[config.mk]
export PLATFORM = sky130hd
export DESIGN_NAME = seg_mux_scheduler
export DESIGN_NICKNAME = d
export VERILOG_FILES = /design/src/rtl/seg_mux_pkg.sv /design/src/rtl/slot_timer.sv /design/src/rtl/seg_mux_scheduler.sv
export SDC_FILE = /design/constraint.sdc
export NUM_CORES = 1
export LEC_CHECK = 0
export ABC_AREA = 1
export BUFFER_PORTS_ARGS = -buffer_cell sky130_fd_sc_hd__buf_2
export CAP_MARGIN = 20
export CORE_MARGIN = 8
export CORE_UTILIZATION = 58
export CTS_CLUSTER_DIAMETER = 120
export DETAILED_ROUTE_END_ITERATION = 16
export PLACE_DENSITY_LB_ADDON = 0.12
export SYNTH_ARGS = -nofsm -noshare
export SYNTH_HDL_FRONTEND = slang
export SYNTH_SLANG_ARGS = --single-unit
[constraint.sdc]
create_clock -name clk -period 2.4 [get_ports clk]
set_clock_uncertainty 0.15 [all_clocks]
set_input_delay 0.12 -clock clk [delete_from_list [all_inputs] [get_ports clk]]
set_output_delay 0.12 -clock clk [all_outputs]
set_load 0.05 [all_outputs]
[src/rtl/seg_mux_pkg.sv]
// Shared types and helpers for the seven-segment multiplex scheduler.
package seg_mux_pkg;

  localparam int HEX_W = 4;

  typedef enum logic {
    S_BLANK = 1'b0,
    S_DRIVE = 1'b1
  } state_t;

  // Advance a slot index with wrap-around at n.
  function automatic int unsigned next_idx(input int unsigned idx, input int unsigned n);
    return (idx == n - 1) ? 0 : idx + 1;
  endfunction

endpackage

[src/rtl/slot_timer.sv]
// Up-counter with a terminal-count compare; restarts at zero on terminal count.
// One instance times both blanking and drive phases by switching the compare.
module slot_timer #(
  parameter int CNT_W = 2
) (
  input  logic             clk,
  input  logic             reset,
  input  logic [CNT_W-1:0] cmp,
  output logic             tc
);

  logic [CNT_W-1:0] cnt;

  assign tc = (cnt == cmp);

  // Count up each cycle, wrap to zero when the compare value is reached.
  always_ff @(posedge clk) begin
    if (!reset)  cnt <= '0;
    else if (tc) cnt <= '0;
    else         cnt <= cnt + 1'b1;
  end

endmodule

[src/rtl/seg_mux_scheduler.sv]
// Time-multiplexes one hex-to-segment decoder across NUM_DIGITS digits.
// Each slot is a blanking gap followed by a drive window; digit values are
// swapped in only at frame boundaries so a frame never mixes old and new data.
module seg_mux_scheduler
  import seg_mux_pkg::*;
#(
  parameter int NUM_DIGITS   = 2,
  parameter int DWELL_CYCLES = 25000,
  parameter int BLANK_CYCLES = 250
) (
  input  logic                          clk,
  input  logic                          reset,
  input  logic                          upd_req,
  input  logic [HEX_W*NUM_DIGITS-1:0]   upd_vals,
  input  logic [NUM_DIGITS-1:0]         en_mask,
  output logic                          upd_ack,
  output logic [HEX_W-1:0]              hex_out,
  output logic [NUM_DIGITS-1:0]         anode_n,
  output logic [$clog2(NUM_DIGITS)-1:0] slot_idx,
  output logic                          frame_done
);

  localparam int IDX_W = $clog2(NUM_DIGITS);
  localparam int MAX_C = (DWELL_CYCLES > BLANK_CYCLES) ? DWELL_CYCLES : BLANK_CYCLES;
  localparam int CNT_W = $clog2(MAX_C);

  state_t                               state;
  logic [IDX_W-1:0]                     idx;
  logic [NUM_DIGITS-1:0][HEX_W-1:0]     shadow;
  logic [CNT_W-1:0]                     cmp;
  logic                                 tc;
  logic                                 boundary;

  // Compare value follows the current phase so one timer serves both.
  assign cmp = (state == S_DRIVE) ? CNT_W'(DWELL_CYCLES - 1) : CNT_W'(BLANK_CYCLES - 1);

  slot_timer #(.CNT_W(CNT_W)) u_timer (
    .clk   (clk),
    .reset (reset),
    .cmp   (cmp),
    .tc    (tc)
  );

  // Frame ends when the last slot's drive window expires.
  assign boundary = (state == S_DRIVE) && tc && (idx == IDX_W'(NUM_DIGITS - 1));

  // Phase sequencing, slot advance, and the frame-aligned shadow load.
  always_ff @(posedge clk) begin
    if (!reset) begin
      state      <= S_BLANK;
      idx        <= '0;
      shadow     <= '0;
      upd_ack    <= 1'b0;
      frame_done <= 1'b0;
    end else begin
      frame_done <= boundary;
      upd_ack    <= boundary && upd_req;
      if (boundary && upd_req) shadow <= upd_vals;
      if (tc) begin
        case (state)
          S_BLANK: state <= S_DRIVE;
          S_DRIVE: begin
            state <= S_BLANK;
            idx   <= IDX_W'(next_idx(32'(idx), NUM_DIGITS));
          end
          default: state <= S_BLANK;
        endcase
      end
    end
  end

  assign hex_out  = shadow[idx];
  assign slot_idx = idx;

  // Only the active slot may pull its anode low; mask gates it immediately.
  always_comb begin
    anode_n = '1;
    if (state == S_DRIVE) anode_n[idx] = ~en_mask[idx];
  end

endmodule

# --- Word-level counts from Yosys, hierarchy flattened ---
# Index checks and enable logic that the tools add are counted.
totals:
  output_inout_bits: 9
  elab_cells: 33
  ff_bits: 27
  in_bits: 13
op_classes:
  n_bitwise: 5
  magnitude_cmp: 2
  reduce_logical: 6
  n_eq_ne: 1
  mux: 10
  n_addsub: 2
ops:
  columns: ["cell", "count"]
  rows:
  - ["adder 15 x 1 -> 15 bit, second input constant", 1]
  - ["== test 15 bit", 1]
  - ["two-way mux 15 bit", 1]
  - ["two-way mux 4 bit", 2]
  - ["logical AND 1 bit", 4]
  - ["two-way mux 1 bit", 4]
  - ["NOT 1 bit", 3]
  - ["< comparator 1 x 2 -> 1 bit, second input constant", 1]
  - ["two-way mux 2 bit", 1]
  - ["NOT 2 bit", 1]
  - ["bitwise OR 2 bit", 1]
  - ["case mux 1 bit (2 select lines)", 1]
  - ["AND reduction 2 bit", 1]
  - ["OR reduction 2 bit", 1]
  - ["adder 1 bit, second input constant", 1]
  - ["demux 1 bit (select 1 bit)", 1]
  - [">= comparator 1 bit, second input constant", 1]

# --- Logic depth before layout (Yosys ltp) ---
# Gate-level depths: netlist of run 1.
depth:
  depth_word: 7
  mapped_depth: 10
  mapped_depth_nobuf: 10

# --- Cells and area by module ---
# A second synthesis of run 1 with hierarchy kept.
hier_totals:
  hier_cells: 260
  area_unflattened_um2: 1546.5
modules_own_cells:
  columns: ["mod", "cells_each", "n_inst", "area_per_inst_um2", "seq_area_each_um2"]
  rows:
  - ["slot_timer", 176, 1, 994.7, 300.3]
  - ["seg_mux_scheduler", 84, 1, 551.8, 240.2]

# --- Least setup slack after synthesis of run 1 ---
# OpenSTA, ideal clock, no wires.
synth_path:
  path_kind: "register to output"
  from: "reg idx (netlist: slot_idx)"
  to: "out hex_out[0]"
  path_stages_with_launch: 3
  path_slack_ps: 322
  path_buffers: 1
  arrival_ps: 1808
  required_ps: 2130
  path_cell_list: "dfxtp_1 -> buf_2 -> o21ai_0"
synth_between:
  elab_chain_cells: 2
synth_lines:
  columns: ["element", "line", "source"]
  rows:
  - ["from (decl)", "seg_mux_scheduler.sv:28", "logic [IDX_W-1:0] idx;"]
  - ["from (signal assigned)", "seg_mux_scheduler.sv:64", "idx <= IDX_W'(next_idx(32'(idx), NUM_DIGITS));"]
  - ["two-way mux 4 bit (implied by the code) (2 in a row)", "seg_mux_scheduler.sv:72", "assign hex_out = shadow[idx];"]
  - ["to (decl)", "seg_mux_scheduler.sv:17", "output logic [HEX_W-1:0] hex_out,"]
# Every way passes these cells. The select of a mux whose other input is x is not followed.

# --- Final worst setup path of run 1 ---
layout_path:
  from: "reg state"
  to: "reg shadow[2] (netlist name)"
layout_between:
  elab_chain_cells: 5
layout_lines:
  columns: ["element", "line", "source"]
  rows:
  - ["from (decl)", "seg_mux_scheduler.sv:27", "state_t state;"]
  - ["from (signal assigned)", "seg_mux_scheduler.sv:50", "state <= S_BLANK;"]
  - ["from (signal assigned)", "seg_mux_scheduler.sv:61", "S_BLANK: state <= S_DRIVE;"]
  - ["from (signal assigned)", "seg_mux_scheduler.sv:63", "state <= S_BLANK;"]
  - ["two-way mux 15 bit", "seg_mux_scheduler.sv:35", "assign cmp = (state == S_DRIVE) ? CNT_W'(DWELL_CYCLES - 1) : CNT_W'(BLANK_CYCLES - 1);"]
  - ["== test 15 bit", "slot_timer.sv:14", "assign tc = (cnt == cmp);"]
  - ["logical AND 1 bit * (2 in a row)", "seg_mux_scheduler.sv:45", "assign boundary = (state == S_DRIVE) && tc && (idx == IDX_W'(NUM_DIGITS - 1));"]
  - ["logical AND 1 bit *", "seg_mux_scheduler.sv:58", "if (boundary && upd_req) shadow <= upd_vals;"]
  - ["to (signal assigned)", "seg_mux_scheduler.sv:58", null]
  - ["to (decl)", "seg_mux_scheduler.sv:29", "logic [NUM_DIGITS-1:0][HEX_W-1:0] shadow;"]
# Mark *: on every way between the ends. The rest lies on a longest branch, timed or not.
# A chain may end at the register's enable or synchronous reset.

==> flow_summary.ini, run 1 <==
[sta]
maxSlewViolCount = 0
max_freq_ghz = 0.465
fin_crit_sh_pct = 89.6
rsz0062_at_grt = false
relSlewSlack_pct = 66.0
fin_ws_ns = 0.250
finalSetupTns_ns = 0
min_period_ns = 2.15
finalSetupViolations = 0
worst_slew_pin_slew_ns = 0.509
hold_viol_final = 0

[drt]
antenna_left = 0
drt_wl_total_um = 3070
drtPass1Iterations = 4
drc = 0
drt-initial-drc-count = 59
num_vias = 1291
vias_per_cell = 4.93
wl_per_cell_um = 11.7

[floorplanning]
coreArea_mm2 = 0.00217
dieArea_mm2 = 0.00404
start_util_pct = 60.6
pin_count = 22
num_rows = 17
die_w_um = 63.6
dieHeight_um = 63.6

[power_and_ir_drop]
power_leakage_nw = 0.734
total_power_uw = 694
irDropWorstVdd_mv = 0.379
powerDensity_mw_per_mm2 = 427

[run]
max_cap_viol_count = 0

[global_routing]
grt_max_degree = 17
grt_pass1_vias = 1228
track_usage_pct = 15.6
grt_pass1_wl_um = 5200
grt_overflow_total = 0
antenna_found_initial = 0

[synthesis]
netlist.area_leader.share_pct = 41.1
synth_edf_count = 0
syn-instance-count = 195
synth_top_cell_by_area = dfxtp_1
yosysMostFrequentCell = nand2_1
ys_async_sr_fraction_pct = 0
ys_warn_count = 0
ys_ff_latch = 27
synth_flop_cell = dfxtp_1
syn-mean-instance-area_um2 = 6.74
synth_common_cells = nand2_1 (55), nor2_1 (37), dfxtp_1 (27)
synthTopCellsByArea = dfxtp_1 (41%), nand2_1 (16%), nor2_1 (11%)
yosysUniqueCellTypes = 20
syn_nets = 209
ys_seq_area_share_pct = 41.1
syn_area_mm2 = 0.00131

[finish]
n_fill_cell = 179
drive_above_1_share_pct = 12.0
area_growth_pct = 23.7
nNetsFinal = 249
post-route-util_pct = 74.9
n_antenna_cell = 0

[placed_design]
dpl_worst_slack_ns = 0.630
dp_hpwl_um = 2110
port_buffers = 21
gp_congestion = 0.863

[cts]
htree_levels = 1
clock-sinks = 27
cts_tree = yes
clk_pin_slew_ns = 0.14
clk_path_buf_depth = 2
numCtsBuffers = 3
clock_latency_ns = 0.33
post_cts_resized = 0
cts_root_buf = clkbuf_4

[worst_hold_path]
hold_class = reg2reg

[worst_setup_path]
cp_slowest_cell = dlygate4sd3_1
path_max_fanout = 16
worstSetupEndpointType = register
crit_path_cell_trace = nand2_1, o21ai_0, nand2_1, nor2_4, nand4_4, nand2_1, nand2_1, nor2_1, dlygate4sd3_1
crit_buf_inv = 1
critPathKind = reg2reg
worstPathRequired_ns = 2.53
slowest_delay_ns = 0.56
crit_family = simple AND/OR/NAND/NOR gates
startpoint_type = register
worstPathArrival_ns = 2.28
cp_common_cell = nand2_1

[outcome]
status = completed
sequential cells by signal, indices dropped and copies added, names as in the netlist:
signal / count
state: 1
upd_ack: 1
slot_idx: 1
u_timer.cnt: 15
frame_done: 1
shadow: 8
where the power goes:
group | switching [mW] | total (mW) | internal [mW] | leakage [nW]
Sequential | 0.00487 | 0.457 | 0.452 | 0.218
Clock | 0.130 | 0.195 | 0.0652 | 0.0150
Combinational | 0.0192 | 0.0414 | 0.0222 | 0.501
Total | 0.154 | 0.694 | 0.540 | 0.734
tightest hold or removal path, delay by kind of cell, from the launching register on:
family / cells / cell delay (ns)
flip-flops: 1 / 0.35
AND/OR/NAND/NOR: 1 / 0.06
AO/OA/AOI/OAI: 1 / 0.06
placed cells by master, fill, tap and decap left out:
cell	instances
buf_2	21
nand4_1	4
nand3_1	7
inv_1	26
dfxtp_1	27
clkbuf_1	1
o21ai_0	8
a21oi_1	7
nor2_1	37
clkbuf_4	3
nor3_1	6
nand4_4	1
nor2_4	1
nor2_2	1
nor3b_1	4
nand2_1	55
nand3b_1	1
ha_1	1
dlygate4sd3_1	18
xor2_1	4
or2_2	1
metrics by stage:
| stage | hold slack, ns | cell area, um2 | instances |
|---|---|---|---|
| after detailed placement | 0.199 | 1420 | 240 |
| final | 0.354 | 1630 | 262 |
| after floorplan | 0.105 | 1310 | 195 |
| after global placement | 0.190 | 1420 | 240 |
| after CTS | 0.356 | 1630 | 262 |
| after global routing | 0.382 | 1630 | 262 |
final timing paths:
kind         cells past startpoint  slack (ns)       startpoint              end
max                              9        0.25            state        shadow[2]
min                              2        0.35  u_timer.cnt[11]  u_timer.cnt[11]
max reg2reg                      9        0.25            state        shadow[2]
min reg2reg                      2        0.35  u_timer.cnt[11]  u_timer.cnt[11]
metal layers:
metal	global-route usage [%]	vias to the layer above	share of wire, %
met5	0	-	0
met4	6.69	0	1.3
met3	4.06	5	5.3
met2	27.5	33	49
met1	17.0	567	45
li1	-	686	-
cell type report:
type / count / area, um2 / share of cell area, %
multi-input cells: 138 / 641 / 39.4
clock buffers: 4 / 26.3 / 1.62
repair buffers: 39 / 285 / 17.6
inverters: 26 / 97.6 / 6.00
well taps: 28 / 35.0 / 2.16
flip-flops and latches: 27 / 541 / 33.3
logic make-up (layout without fill, tap and decap cells):
family,Yosys count,in the layout,synth area share (%)
AOI/OAI and AO/OA,15,15,5.71
xor gates and xnor gates,4,4,2.67
adders and majority gates,1,1,0.952
buffers and inverters,30,69,10.1
DFF,27,27,41.1
and+or+nand+nor,118,118,39.4
timing repair:
item                                   in CTS  in global routing
hold buffers                               18                  0
endpoints found under the hold margin      12                  0
setup buffers                               0                  0
No activity file was read; power rests on OpenSTA's default activity.
==> run 2: changes to the inputs <==
RECOVER_POWER = 100   (was unset)
==> flow_summary.ini, run 2 (synthesis gave the netlist of run 1 again) <==
[power_and_ir_drop]
powerDensity_mw_per_mm2 = 430
irDropWorstVdd_mv = 0.379
total_power_uw = 693
power_leakage_nw = 0.701

[placed_design]
dp_hpwl_um = 2110
gp_congestion = 0.863
port_buffers = 21
place_inst = 240
dpl_worst_slack_ns = 0.630

[cts]
clk_pin_slew_ns = 0.14
clock_latency_ns = 0.33
htree_levels = 1
cts_tree = yes
cts_root_buf = clkbuf_4
numCtsBuffers = 3
clk_path_buf_depth = 2
post_cts_buffers = 0
clock-sinks = 27

[outcome]
status = completed

[drt]
antenna_left = 0
num_vias = 1288
drc = 0
vias_per_cell = 4.92
wl_per_cell_um = 11.7
drt-initial-drc-count = 67
drtPass1Iterations = 4
drt_wl_total_um = 3070

[sta]
worst_slew_pin_slew_ns = 0.606
fin_crit_sh_pct = 89.8
finalSetupTns_ns = 0
hold_viol_final = 0
min_period_ns = 2.15
relSlewSlack_pct = 59.8
hold_slack_ns = 0.354
maxSlewViolCount = 0
max_freq_ghz = 0.464
rsz0062_at_grt = false
fin_ws_ns = 0.245
finalSetupViolations = 0

[global_routing]
grt_overflow_total = 0
track_usage_pct = 15.6
grt_pass1_vias = 1228
grt_max_degree = 17
antenna_found_initial = 0
grt_pass1_wl_um = 5200

[worst_setup_path]
cp_slowest_cell = dlygate4sd3_1
cp_common_cell = nand2_1
crit_path_cell_trace = nand2_1, o21ai_0, nand2_1, nor2_4, nand4_4, nand2_1, nand2_1, nor2_1, dlygate4sd3_1
worstSetupEndpointType = register
worstPathRequired_ns = 2.53
r2r_cells = 9
startpoint_type = register
slowest_delay_ns = 0.57
critPathKind = reg2reg
path_max_fanout = 16
worstPathArrival_ns = 2.28

[floorplanning]
die_w_um = 63.6
dieHeight_um = 63.6
coreArea_mm2 = 0.00217
start_util_pct = 60.6
dieArea_mm2 = 0.00404
num_rows = 17
pin_count = 22

[finish]
reg_top3 = u_timer.cnt (15), shadow (8)
multi_input_area_um2 = 641
finalNonFillerCells = 262
n_fill_cell = 184
drive_above_1_share_pct = 8.12
nNetsFinal = 249
n_antenna_cell = 0
area_growth_pct = 22.9
top_register = u_timer.cnt
register_area_um2 = 541
final_common_cell = nand2_1
largest_reg_flops = 15
final_cell_mix = nand2_1 (55), nor2_1 (37), dfxtp_1 (27)

[worst_hold_path]
holdPathStages = 2
hold_class = reg2reg

[run]
max_cap_viol_count = 0
run 2: cell types whose count changed in the layout (fill, tap and decap cells not counted), sizes merged:
cell / before / now
clkbuf: 4 / 13
buf: 21 / 12
run 2: metrics by stage:
stage | utilization (%) | area [um2]
after floorplan | - | 1310
after global placement | 65.4 | 1420
after detailed placement | 65.4 | 1420
after CTS | 74.9 | 1630
after global routing | 74.4 | 1610
final | 74.4 | 1610
run 2: layer usage:
metal / track usage, % / vias to the layer above / part of all wire [%]
met2: 27.5 / 33 / 47
met4: 6.69 / 0 / 1.3
met1: 17.0 / 563 / 46
li1: - / 687 / -
met5: 0 / - / 0
met3: 4.06 / 5 / 5.4
run 2: path summary, 6_finish.rpt:
path / slack [ns] / to / startpoint
max: 0.25 / shadow[2] / state
min: 0.35 / u_timer.cnt[11] / u_timer.cnt[11]
max reg2reg: 0.25 / shadow[2] / state
min reg2reg: 0.35 / u_timer.cnt[11] / u_timer.cnt[11]
run 2: final cells by class:
type | count | area share [%]
clock buffers | 4 | 1.63
multi-input cells | 138 | 39.7
flip-flops and latches | 27 | 33.5
repair buffers | 39 | 17.0
inverters | 26 | 6.05
well taps | 28 | 2.17
run 2: worst max-delay path: cells and delay by family, from the launching register on:
kind                   cells  cell delay [ns]
AOI/OAI and AO/OA          1             0.07
DFF                        1             0.47
and+or+nand+nor            7             0.85
buffers and inverters      1             0.57
run 2: power by group:
| group | switching, mW | internal (mW) |
|---|---|---|
| combinational | 0.0192 | 0.0222 |
| clock | 0.129 | 0.0652 |
| sequential | 0.00484 | 0.452 |
run 2: timing repair:
| item | 4_1_cts | 5_1_grt |
|---|---|---|
| hold endpoints to repair | 12 | 0 |
| resized for setup | 0 | 0 |
| hold buffers | 18 | 0 |
